==> config.mk <==
export PLATFORM = sky130hd
export DESIGN_NAME = comparator_seq_flat
export DESIGN_NICKNAME = d
export VERILOG_FILES = /design/src/rtl/comparator_seq_if.sv /design/src/rtl/comparator_seq.sv /design/src/flat_wrapper.sv
export SDC_FILE = /design/constraint.sdc
export NUM_CORES = 1
export LEC_CHECK = 0
export BUFFER_PORTS_ARGS = -buffer_cell sky130_fd_sc_hd__clkbuf_2
export CELL_PAD_IN_SITES_DETAIL_PLACEMENT = 1
export CELL_PAD_IN_SITES_GLOBAL_PLACEMENT = 1
export CORE_ASPECT_RATIO = 0.75
export CORE_UTILIZATION = 39
export CTS_CLUSTER_SIZE = 8
export DETAILED_ROUTE_END_ITERATION = 7
export PLACE_DENSITY = 0.87
export SYNTH_ARGS = -nofsm -noshare
export SYNTH_HDL_FRONTEND = slang
export SYNTH_SLANG_ARGS = --single-unit
export TNS_END_PERCENT = 30
==> constraint.sdc <==
create_clock -name clk -period 2.1 [get_ports clk]
set_input_delay 0.21 -clock clk [delete_from_list [all_inputs] [get_ports clk]]
set_output_delay 0.21 -clock clk [all_outputs]
set_load 0.03 [all_outputs]
==> src/rtl/comparator_seq_if.sv <==
// Handshake and result bundle for comparator_seq: operand request channel,
// result response channel and the running match counter.
interface comparator_seq_if #(
  parameter int unsigned WIDTH = 16,
  parameter int unsigned CNT_W = 8
);
  logic             in_valid;
  logic             in_ready;
  logic [WIDTH-1:0] in_data_1;
  logic [WIDTH-1:0] in_data_2;
  logic             in_signed;
  logic             out_valid;
  logic             out_ready;
  logic             result_eq;
  logic             result_lt;
  logic             result_gt;
  logic [CNT_W-1:0] match_count;

  modport master (
    output in_valid, in_data_1, in_data_2, in_signed, out_ready,
    input  in_ready, out_valid, result_eq, result_lt, result_gt, match_count
  );

  modport slave (
    input  in_valid, in_data_1, in_data_2, in_signed, out_ready,
    output in_ready, out_valid, result_eq, result_lt, result_gt, match_count
  );
endinterface

==> src/rtl/comparator_seq.sv <==
// Sequential magnitude comparator: walks CHUNK-bit slices from the MSB end and
// stops at the first differing slice; counts delivered equal results.
module comparator_seq #(
  parameter int unsigned WIDTH = 16,
  parameter int unsigned CHUNK = 4,
  parameter int unsigned CNT_W = 8
) (
  input logic             clk,
  input logic             rst_n,
  comparator_seq_if.slave bus
);

  localparam int unsigned NumChunks = WIDTH / CHUNK;
  localparam int unsigned IdxW      = (NumChunks > 1) ? $clog2(NumChunks) : 1;

  typedef enum logic [1:0] {StIdle, StBusy, StDone} state_e;

  state_e           state_q;
  logic [IdxW-1:0]  idx_q;
  logic [WIDTH-1:0] op_a_q;
  logic [WIDTH-1:0] op_b_q;
  logic             signed_q;
  logic             eq_q;
  logic             lt_q;
  logic             gt_q;
  logic [CNT_W-1:0] count_q;

  logic [WIDTH-1:0] a_adj;
  logic [WIDTH-1:0] b_adj;
  logic [CHUNK-1:0] slice_a;
  logic [CHUNK-1:0] slice_b;
  int unsigned      base;

  // Flipping the sign bit of both operands turns a signed compare into an
  // unsigned one; only the top slice is affected.
  always_comb begin
    a_adj   = op_a_q ^ {signed_q, {(WIDTH-1){1'b0}}};
    b_adj   = op_b_q ^ {signed_q, {(WIDTH-1){1'b0}}};
    base    = 32'(idx_q) * CHUNK;
    slice_a = a_adj[base +: CHUNK];
    slice_b = b_adj[base +: CHUNK];
  end

  always_ff @(posedge clk or negedge rst_n) begin
    if (!rst_n) begin
      state_q  <= StIdle;
      idx_q    <= '0;
      op_a_q   <= '0;
      op_b_q   <= '0;
      signed_q <= 1'b0;
      eq_q     <= 1'b0;
      lt_q     <= 1'b0;
      gt_q     <= 1'b0;
      count_q  <= '0;
    end else begin
      unique case (state_q)
        StIdle: begin
          if (bus.in_valid) begin
            op_a_q   <= bus.in_data_1;
            op_b_q   <= bus.in_data_2;
            signed_q <= bus.in_signed;
            idx_q    <= IdxW'(NumChunks - 1);
            state_q  <= StBusy;
          end
        end
        StBusy: begin
          if (slice_a != slice_b) begin
            eq_q    <= 1'b0;
            lt_q    <= (slice_a < slice_b);
            gt_q    <= (slice_a > slice_b);
            state_q <= StDone;
          end else if (idx_q == '0) begin
            eq_q    <= 1'b1;
            lt_q    <= 1'b0;
            gt_q    <= 1'b0;
            state_q <= StDone;
          end else begin
            idx_q <= idx_q - 1'b1;
          end
        end
        StDone: begin
          if (bus.out_ready) begin
            state_q <= StIdle;
            if (eq_q && (count_q != {CNT_W{1'b1}})) begin
              count_q <= count_q + 1'b1;
            end
          end
        end
        default: state_q <= StIdle;
      endcase
    end
  end

  assign bus.in_ready    = (state_q == StIdle);
  assign bus.out_valid   = (state_q == StDone);
  assign bus.result_eq   = eq_q;
  assign bus.result_lt   = lt_q;
  assign bus.result_gt   = gt_q;
  assign bus.match_count = count_q;

endmodule

==> src/flat_wrapper.sv <==
// flat-port wrapper written by rule: the top's interface ports become plain ports
module comparator_seq_flat 
#(
  parameter int unsigned WIDTH = 16,
  parameter int unsigned CHUNK = 4,
  parameter int unsigned CNT_W = 8
)
  (clk, rst_n, bus_in_valid, bus_in_data_1, bus_in_data_2, bus_in_signed, bus_out_ready, bus_in_ready, bus_out_valid, bus_result_eq, bus_result_lt, bus_result_gt, bus_match_count);
  comparator_seq_if #(.WIDTH(WIDTH), .CNT_W(CNT_W)) bus_i ();
  input logic clk;
  input logic rst_n;
  input wire logic [$bits(bus_i.in_valid)-1:0] bus_in_valid;
  input wire logic [$bits(bus_i.in_data_1)-1:0] bus_in_data_1;
  input wire logic [$bits(bus_i.in_data_2)-1:0] bus_in_data_2;
  input wire logic [$bits(bus_i.in_signed)-1:0] bus_in_signed;
  input wire logic [$bits(bus_i.out_ready)-1:0] bus_out_ready;
  output wire logic [$bits(bus_i.in_ready)-1:0] bus_in_ready;
  output wire logic [$bits(bus_i.out_valid)-1:0] bus_out_valid;
  output wire logic [$bits(bus_i.result_eq)-1:0] bus_result_eq;
  output wire logic [$bits(bus_i.result_lt)-1:0] bus_result_lt;
  output wire logic [$bits(bus_i.result_gt)-1:0] bus_result_gt;
  output wire logic [$bits(bus_i.match_count)-1:0] bus_match_count;
  assign bus_i.in_valid = bus_in_valid;
  assign bus_i.in_data_1 = bus_in_data_1;
  assign bus_i.in_data_2 = bus_in_data_2;
  assign bus_i.in_signed = bus_in_signed;
  assign bus_i.out_ready = bus_out_ready;
  assign bus_in_ready = bus_i.in_ready;
  assign bus_out_valid = bus_i.out_valid;
  assign bus_result_eq = bus_i.result_eq;
  assign bus_result_lt = bus_i.result_lt;
  assign bus_result_gt = bus_i.result_gt;
  assign bus_match_count = bus_i.match_count;
  comparator_seq #(.WIDTH(WIDTH), .CHUNK(CHUNK), .CNT_W(CNT_W)) u_core (.clk(clk), .rst_n(rst_n), .bus(bus_i));
endmodule
==> metrics.md, run 1 <==
| Metric | Value |
|---|---|
| Max stage delay on crit path | 510 ps |
| Clock Power Share | 15.4% |
| Top post-synthesis cells by area | dfrtp_1 (53%), mux2_2 (15%), mux4_2 (7.9%) |
| Later-pin clock latency in the skew report | 310 ps |
| Largest net degree at the start of global routing | 34 |
| DR pass1 iterations | 4 |
| Slew margin rel. | 55.0% |
| Final min period | 2150 ps |
| Static Leak | 1.33 nW |
| Area Growth Syn to Fin | 23.2% |
| Die Ht | 68.3 um |
| Core Region | 0.00550 mm^2 |
| Cell area after layout | 0.00282 mm^2 |
| Synth async-reset ratio | 100% |
| Combinational power share | 42.7% |
| Crit path DAT | 2320 ps |
| Failing checks | setup timing |
| Worst-margin pin slew | 675 ps |
| DP HPWL | 3.95 mm |
| NetSw | 1.28 mW |
| Avg WL per Cell | 16.9 um |
| TritonCTS Buffers | 5 |
| Slowest stage cell on the critical path | mux4_2 |
| Fmax | 465 MHz |
| Final Hold Fails | 0 |
| Hold depth | 2 |
| Max VDD drop | 0.000467 V |
| Post-Syn Area | 0.00229 mm^2 |
| Vias in the first global route | 1631 |
| Main flop type after synthesis | dfrtp_1 |
| Starting Density | 41.6% |
| First-pass GRT wire length | 8.36 mm |
| Share of layout cells above drive strength 1 | 51.1% |
| CP Capture Type | flip-flop |
| Via count | 1556 |
| Flop pwr share | 41.8% |
| Sequential fraction of the synthesis area | 52.5% |
| Synth top area share | 52.5% |
| Die Span X | 90.4 um |
| CP Launch Type | flip-flop |
| Overall Global Routing Usage | 18.5% |
| DP Area | 0.00269 mm^2 |
| Post-route setup slack | -52.5 ps |
| Number of diodes | 0 |
| PnR Total Power | 3.73 mW |
| Clk buf depth | 2 |
| Syn Nets | 209 |
| Final Cycle Share | 102% |
| Final GP Congestion | 0.705 |
| Clock Sinks | 48 |
| Routed vias/inst | 5.15 |
| Antenna violations before repair | 0 |
| Final setup violation count | 4 |
| PortBufs | 49 |
| Reg2reg path depth | 7 |
| CP Data Required Time | 2260 ps |
| Number of fill cells in the layout | 596 |
| CP Max Fanout | 4 |
| Sw Share | 34.3% |
| Setup TNS | -119 ps |
| Post-DRT Antenna Nets | 0 |
| Hold WC Path Type | in2reg |
| DRT iter0 DRCs | 40 |
| I/O pin cnt | 50 |
| Final WL | 5.12 mm |
| Pint | 2.45 mW |
| Dominant cell type by area after synthesis | dfrtp_1 |
| Die area | 0.00617 mm^2 |
| Reg clk slew, reported paths | 90 ps |
| Syn Inst Count | 166 |
| DRC | 0 |
| CTS root buffer | clkbuf_8 |
| YS warnings | 0 |
| Yosys reg bits | 48 |
| Htree depth | 2 |
| CTS tree | yes |
| Grt ovf | 0 |
| Row count | 23 |
| Critical path, cell by cell | xor2_1 -> mux4_2 -> ha_4 -> nand4_1 -> nor2_4 -> buf_4 -> a311oi_2 |
| Max Cap Violations | 0 |
| Post-synth EDFFs | 0 |
| Syn Area/Cell | 13.8 um^2 |
| Final #Nets | 269 |
| Clock Skews | 6.85 ps |
| Critical Setup Path Class | reg2reg |
| Power per cell area | 1330 mW/mm^2 |
| RSZ-0062 raised after global routing | true |
| Pins Over Slew Limit | 0 |
| Number of distinct library cells after synthesis | 28 |
| Status | finished, violations left |
[cells by family after synthesis]
family          after synthesis  share of synthesized area, %
fa+ha+maj                     6                          3.28
simple gates                 30                          7.28
buf+inv                      15                          3.83
xor+xnor                      5                          1.92
mux                          45                          26.9
flops                        48                          52.5
compound gates               17                          4.27
[layer usage]
| metal | share of wire, % | GRT usage, % |
|---|---|---|
| met3 | 3.8 | 5.22 |
| met4 | 2.2 | 8.67 |
| met2 | 47 | 29.4 |
| met5 | 0 | 0 |
| met1 | 47 | 23.8 |
[placed cells by master, fill, tap and decap left out, types with 3 or more instances in the layout]
| cell type | instances |
|---|---|
| dfrtp_1 | 48 |
| o21ai_0 | 7 |
| inv_1 | 7 |
| nand2_1 | 6 |
| nor2_1 | 7 |
| mux2_2 | 31 |
| clkbuf_8 | 6 |
| clkbuf_2 | 49 |
| buf_4 | 7 |
| xor2_1 | 3 |
| mux4_2 | 8 |
| a21oi_1 | 7 |
| mux2_4 | 5 |
| ha_1 | 4 |
[final cells by class]
cell class	instances	area, um^2	share of cell area (%)
clock buffer	8	90.1	3.20
inverter	8	30.0	1.07
multi-input combinational	103	1040	37.0
sequential	48	1200	42.7
tap	75	93.8	3.33
timing repair buffer	60	359	12.8
[cells in the mapped netlist (2+ instances only)]
cell and number:
xor2_1 3, nand2_1 6, and3_1 2, xnor2_1 2, nor2_1 8, nor3b_1 2, nand2b_1 2, ha_1 6
dfrtp_1 48, mux2_4 5, a311oi_1 2, and4_1 2, mux2_2 31, nand4_1 2, nand3_1 2, o21ai_0 7
inv_1 8, a21oi_1 7, buf_6 4, clkbuf_1 2, mux4_2 8
[power by group through the flow]
stage          logic, mW  clock network [mW]  registers, mW
2_1_floorplan       1.19                   0           1.51
3_3_place_gp        1.48                   0           1.54
3_5_place_dp        1.57                   0           1.59
4_1_cts             1.60               0.595           1.57
5_1_grt             1.75               0.625           1.62
6_report            1.59               0.576           1.56
[final timing paths]
path / startpoint / end / slack [ps]
setup / recovery: u_core.signed_q / u_core.idx_q[1] / -50
max in group asynchronous: rst_n / u_core.op_b_q[10] / 1070
min in group asynchronous: rst_n / u_core.op_a_q[7] / 450
hold reg to reg: u_core.op_b_q[5] / u_core.op_b_q[5] / 520
setup reg to reg: u_core.signed_q / u_core.idx_q[1] / -50
hold / removal: bus_out_ready / u_core.state_q[1] / 90
[sequential cells by signal (all words and copies together) (netlist names)]
name                    flops
u_core.op_a_q              16
u_core.op_b_q              16
u_core.bus.match_count      8
u_core.idx_q                2
u_core.state_q              2
u_core.bus.result_eq        1
u_core.bus.result_gt        1
u_core.bus.result_lt        1
u_core.signed_q             1
[critical path: cells and delay by family, from the launching register on]
kind	cells	cell delay, ps
xor+xnor	1	180
flops	1	420
compound gates	1	90
fa+ha+maj	1	290
buf+inv	1	140
mux	1	510
simple gates	2	360
[per-stage QoR]
| stage | instances | util (%) | setup WS, ps | hold slack [ps] |
|---|---|---|---|---|
| floorplan | 166 | - | 13.8 | -85.6 |
| global placement | 292 | 48.9 | 45.1 | 265 |
| detailed placement | 292 | 48.9 | -128 | 267 |
| CTS | 302 | 50.9 | -93.9 | 82.4 |
| global route | 302 | 51.2 | -131 | 79.1 |
| finish | 302 | 51.2 | -52.5 | 89.5 |
[what timing repair did]
item | CTS | global route
pin swaps | 2 | 0
hold buffers | 1 | 0
setup endpoints to repair | 3 | 6
resized for setup | 1 | 4
buffers inserted | 1 | 0
hold endpoints to repair | 23 | 0
Power figures use the tool's default switching activity.
==> inputs of run 2 (changes only) <==
--- a/config.mk
+++ b/config.mk
@@ -12,6 +12,7 @@
 export CORE_UTILIZATION = 39
 export CTS_CLUSTER_SIZE = 8
 export DETAILED_ROUTE_END_ITERATION = 7
+export MAX_ROUTING_LAYER = met4
 export PLACE_DENSITY = 0.87
 export SYNTH_ARGS = -nofsm -noshare
 export SYNTH_HDL_FRONTEND = slang
==> run 2 against run 1 <==
Against the previous run:
- the run still ends with setup timing left
- largest cell class unchanged
- critical path type unchanged
- wire length hardly changed
- non-clock buffer count stayed put
- die area stayed put
- final area stayed put
==> metrics.md, run 2 (synthesis results as in run 1) <==
| Metric | Value |
|---|---|
| Worst-margin pin slew | 675 ps (about the same) |
| Clock Skews | 6.54 ps (was 6.85 ps) |
| CP Capture Type | flip-flop (unchanged) |
| Max VDD drop | 0.000467 V (about the same) |
| CP Launch Type | flip-flop (unchanged) |
| CTS tree | yes (unchanged) |
| Htree depth | 2 (unchanged) |
| Core Region | 0.00550 mm^2 (unchanged) |
| RSZ-0062 raised after global routing | true (unchanged) |
| Post-DRT Antenna Nets | 0 (unchanged) |
| Grt ovf | 0 (unchanged) |
| Commonest non-fill, non-tap cell in the layout | clkbuf_2 (unchanged) |
| Reg clk slew, reported paths | 90 ps (about the same) |
| I/O pin cnt | 50 (unchanged) |
| Power per cell area | 1320 mW/mm^2 (was 1330 mW/mm^2) |
| Final WL | 5.12 mm (about the same) |
| Final min period | 2150 ps (about the same) |
| TritonCTS Buffers | 5 (unchanged) |
| Setup WS pre-CTS | -128 ps (unchanged) |
| Fmax | 464 MHz (was 465 MHz) |
| DR pass1 iterations | 4 (unchanged) |
| Overall Global Routing Usage | 19.1% (was 18.5%) |
| CP Data Required Time | 2260 ps (about the same) |
| Number of fill cells in the layout | 596 (unchanged) |
| Vias in the first global route | 1627 (was 1631) |
| Most frequent cells in the layout | clkbuf_2 (49), dfrtp_1 (48), mux2_2 (31) (unchanged) |
| DP HPWL | 3.95 mm (unchanged) |
| Status | finished, violations left (unchanged) |
| DP Area | 0.00269 mm^2 (unchanged) |
| PortBufs | 49 (unchanged) |
| Failing checks | setup timing (unchanged) |
| Die Ht | 68.3 um (unchanged) |
| Post-route setup slack | -53.5 ps (was -52.5 ps) |
| Critical Setup Path Class | reg2reg (unchanged) |
| Die area | 0.00617 mm^2 (unchanged) |
| Clock Sinks | 48 (unchanged) |
| Pins Over Slew Limit | 0 (unchanged) |
| Area Growth Syn to Fin | 23.2% (unchanged) |
| Final Hold Fails | 0 (unchanged) |
| Static Leak | 1.33 nW (unchanged) |
| Final setup violation count | 4 (unchanged) |
| Clk buf depth | 2 (unchanged) |
| DRC | 0 (unchanged) |
| Slew margin rel. | 55.0% (about the same) |
| Cell area after layout | 0.00282 mm^2 (unchanged) |
| Later-pin clock latency in the skew report | 310 ps (about the same) |
| Placed instance count | 292 (unchanged) |
| CTS root buffer | clkbuf_8 (unchanged) |
| Reg2reg start | u_core.signed_q (unchanged) |
| Antenna violations before repair | 0 (unchanged) |
| Routed vias/inst | 5.14 (was 5.15) |
| Final #Nets | 269 (unchanged) |
| Starting Density | 41.6% (unchanged) |
| Via count | 1551 (was 1556) |
| Non-Filler Instances | 302 (unchanged) |
| Largest net degree at the start of global routing | 34 (unchanged) |
| Hold WC Path Type | in2reg (unchanged) |
| First-pass GRT wire length | 8.38 mm (was 8.36 mm) |
| Worst R2R Setup Slack | -50 ps (about the same) |
| Final Cycle Share | 103% (was 102%) |
| Crit path DAT | 2320 ps (about the same) |
| Crit. Startpoint | u_core.signed_q (unchanged) |
| Min-Delay Startpoint | bus_out_ready (unchanged) |
| Row count | 23 (unchanged) |
| DRT iter0 DRCs | 48 (was 40) |
| Max Cap Violations | 0 (unchanged) |
| Avg WL per Cell | 17.0 um (was 16.9 um) |
| CP Max Fanout | 4 (unchanged) |
| Final GP Congestion | 0.713 (was 0.705) |
| Die Span X | 90.4 um (unchanged) |
| Number of diodes | 0 (unchanged) |
| Share of layout cells above drive strength 1 | 51.1% (unchanged) |
| Setup TNS | -123 ps (was -119 ps) |
==> run 2: cell counts in the layout (fill, tap and decap cells not counted) <==
No cell type changed its count.
==> run 2: metal layers <==
metal,part of all wire (%),GRT usage (%),vias up
met5,0,-,-
met4,2.1,8.67,0
met3,3.7,5.11,10
met2,47,29.3,38
met1,48,24.0,784
li1,-,-,719
==> run 2: power by group <==
part           internal [mW]  leakage (nW)  switching, mW
logic                  0.885         0.709          0.710
clock network          0.269        0.0455          0.306
registers               1.30         0.580          0.262
total                   2.45          1.33           1.28
==> run 2: timing repair <==
action | in CTS | in global routing
setup endpoints to repair | 3 | 6
resized for setup | 1 | 4
pin swaps | 2 | 0
hold endpoints to repair | 23 | 0
hold buffers | 1 | 0
setup buffers | 1 | 0
==> run 2: final timing paths <==
| check | endpoint | cells past startpoint |
|---|---|---|
| worst max-delay path | u_core.idx_q[1] | 7 |
| worst min-delay path | u_core.state_q[1] | 2 |
| worst max register to register | u_core.idx_q[1] | 7 |
| worst min register to register | u_core.op_b_q[5] | 1 |
| max in group asynchronous | u_core.op_b_q[10] | 3 |
| min in group asynchronous | u_core.op_a_q[7] | 2 |
==> run 2: critical path: stages (launching register included) <==
cell and delay [ps]:
dfrtp_1 420, xor2_1 180, mux4_2 510, ha_4 290, nand4_1 170, nor2_4 190, buf_4 140, a311oi_2 90
==> run 2: area by class of cell <==
| type | count | area [um^2] | area share (%) |
|---|---|---|---|
| inverters | 8 | 30.0 | 1.07 |
| flip-flops and latches | 48 | 1200 | 42.7 |
| well taps | 75 | 93.8 | 3.33 |
| clock buffers | 8 | 90.1 | 3.20 |
| repair buffers | 60 | 359 | 12.8 |
| multi-input cells | 103 | 1040 | 37.0 |
==> run 2: per-stage QoR <==
step	total power, mW	util, %	hold slack [ps]
after floorplan	2.70	-	-85.6
after global placement	3.02	48.9	265
after detailed placement	3.15	48.9	267
after CTS	3.76	50.9	82.4
after global routing	3.99	51.2	79.1
final	3.73	51.2	90.4
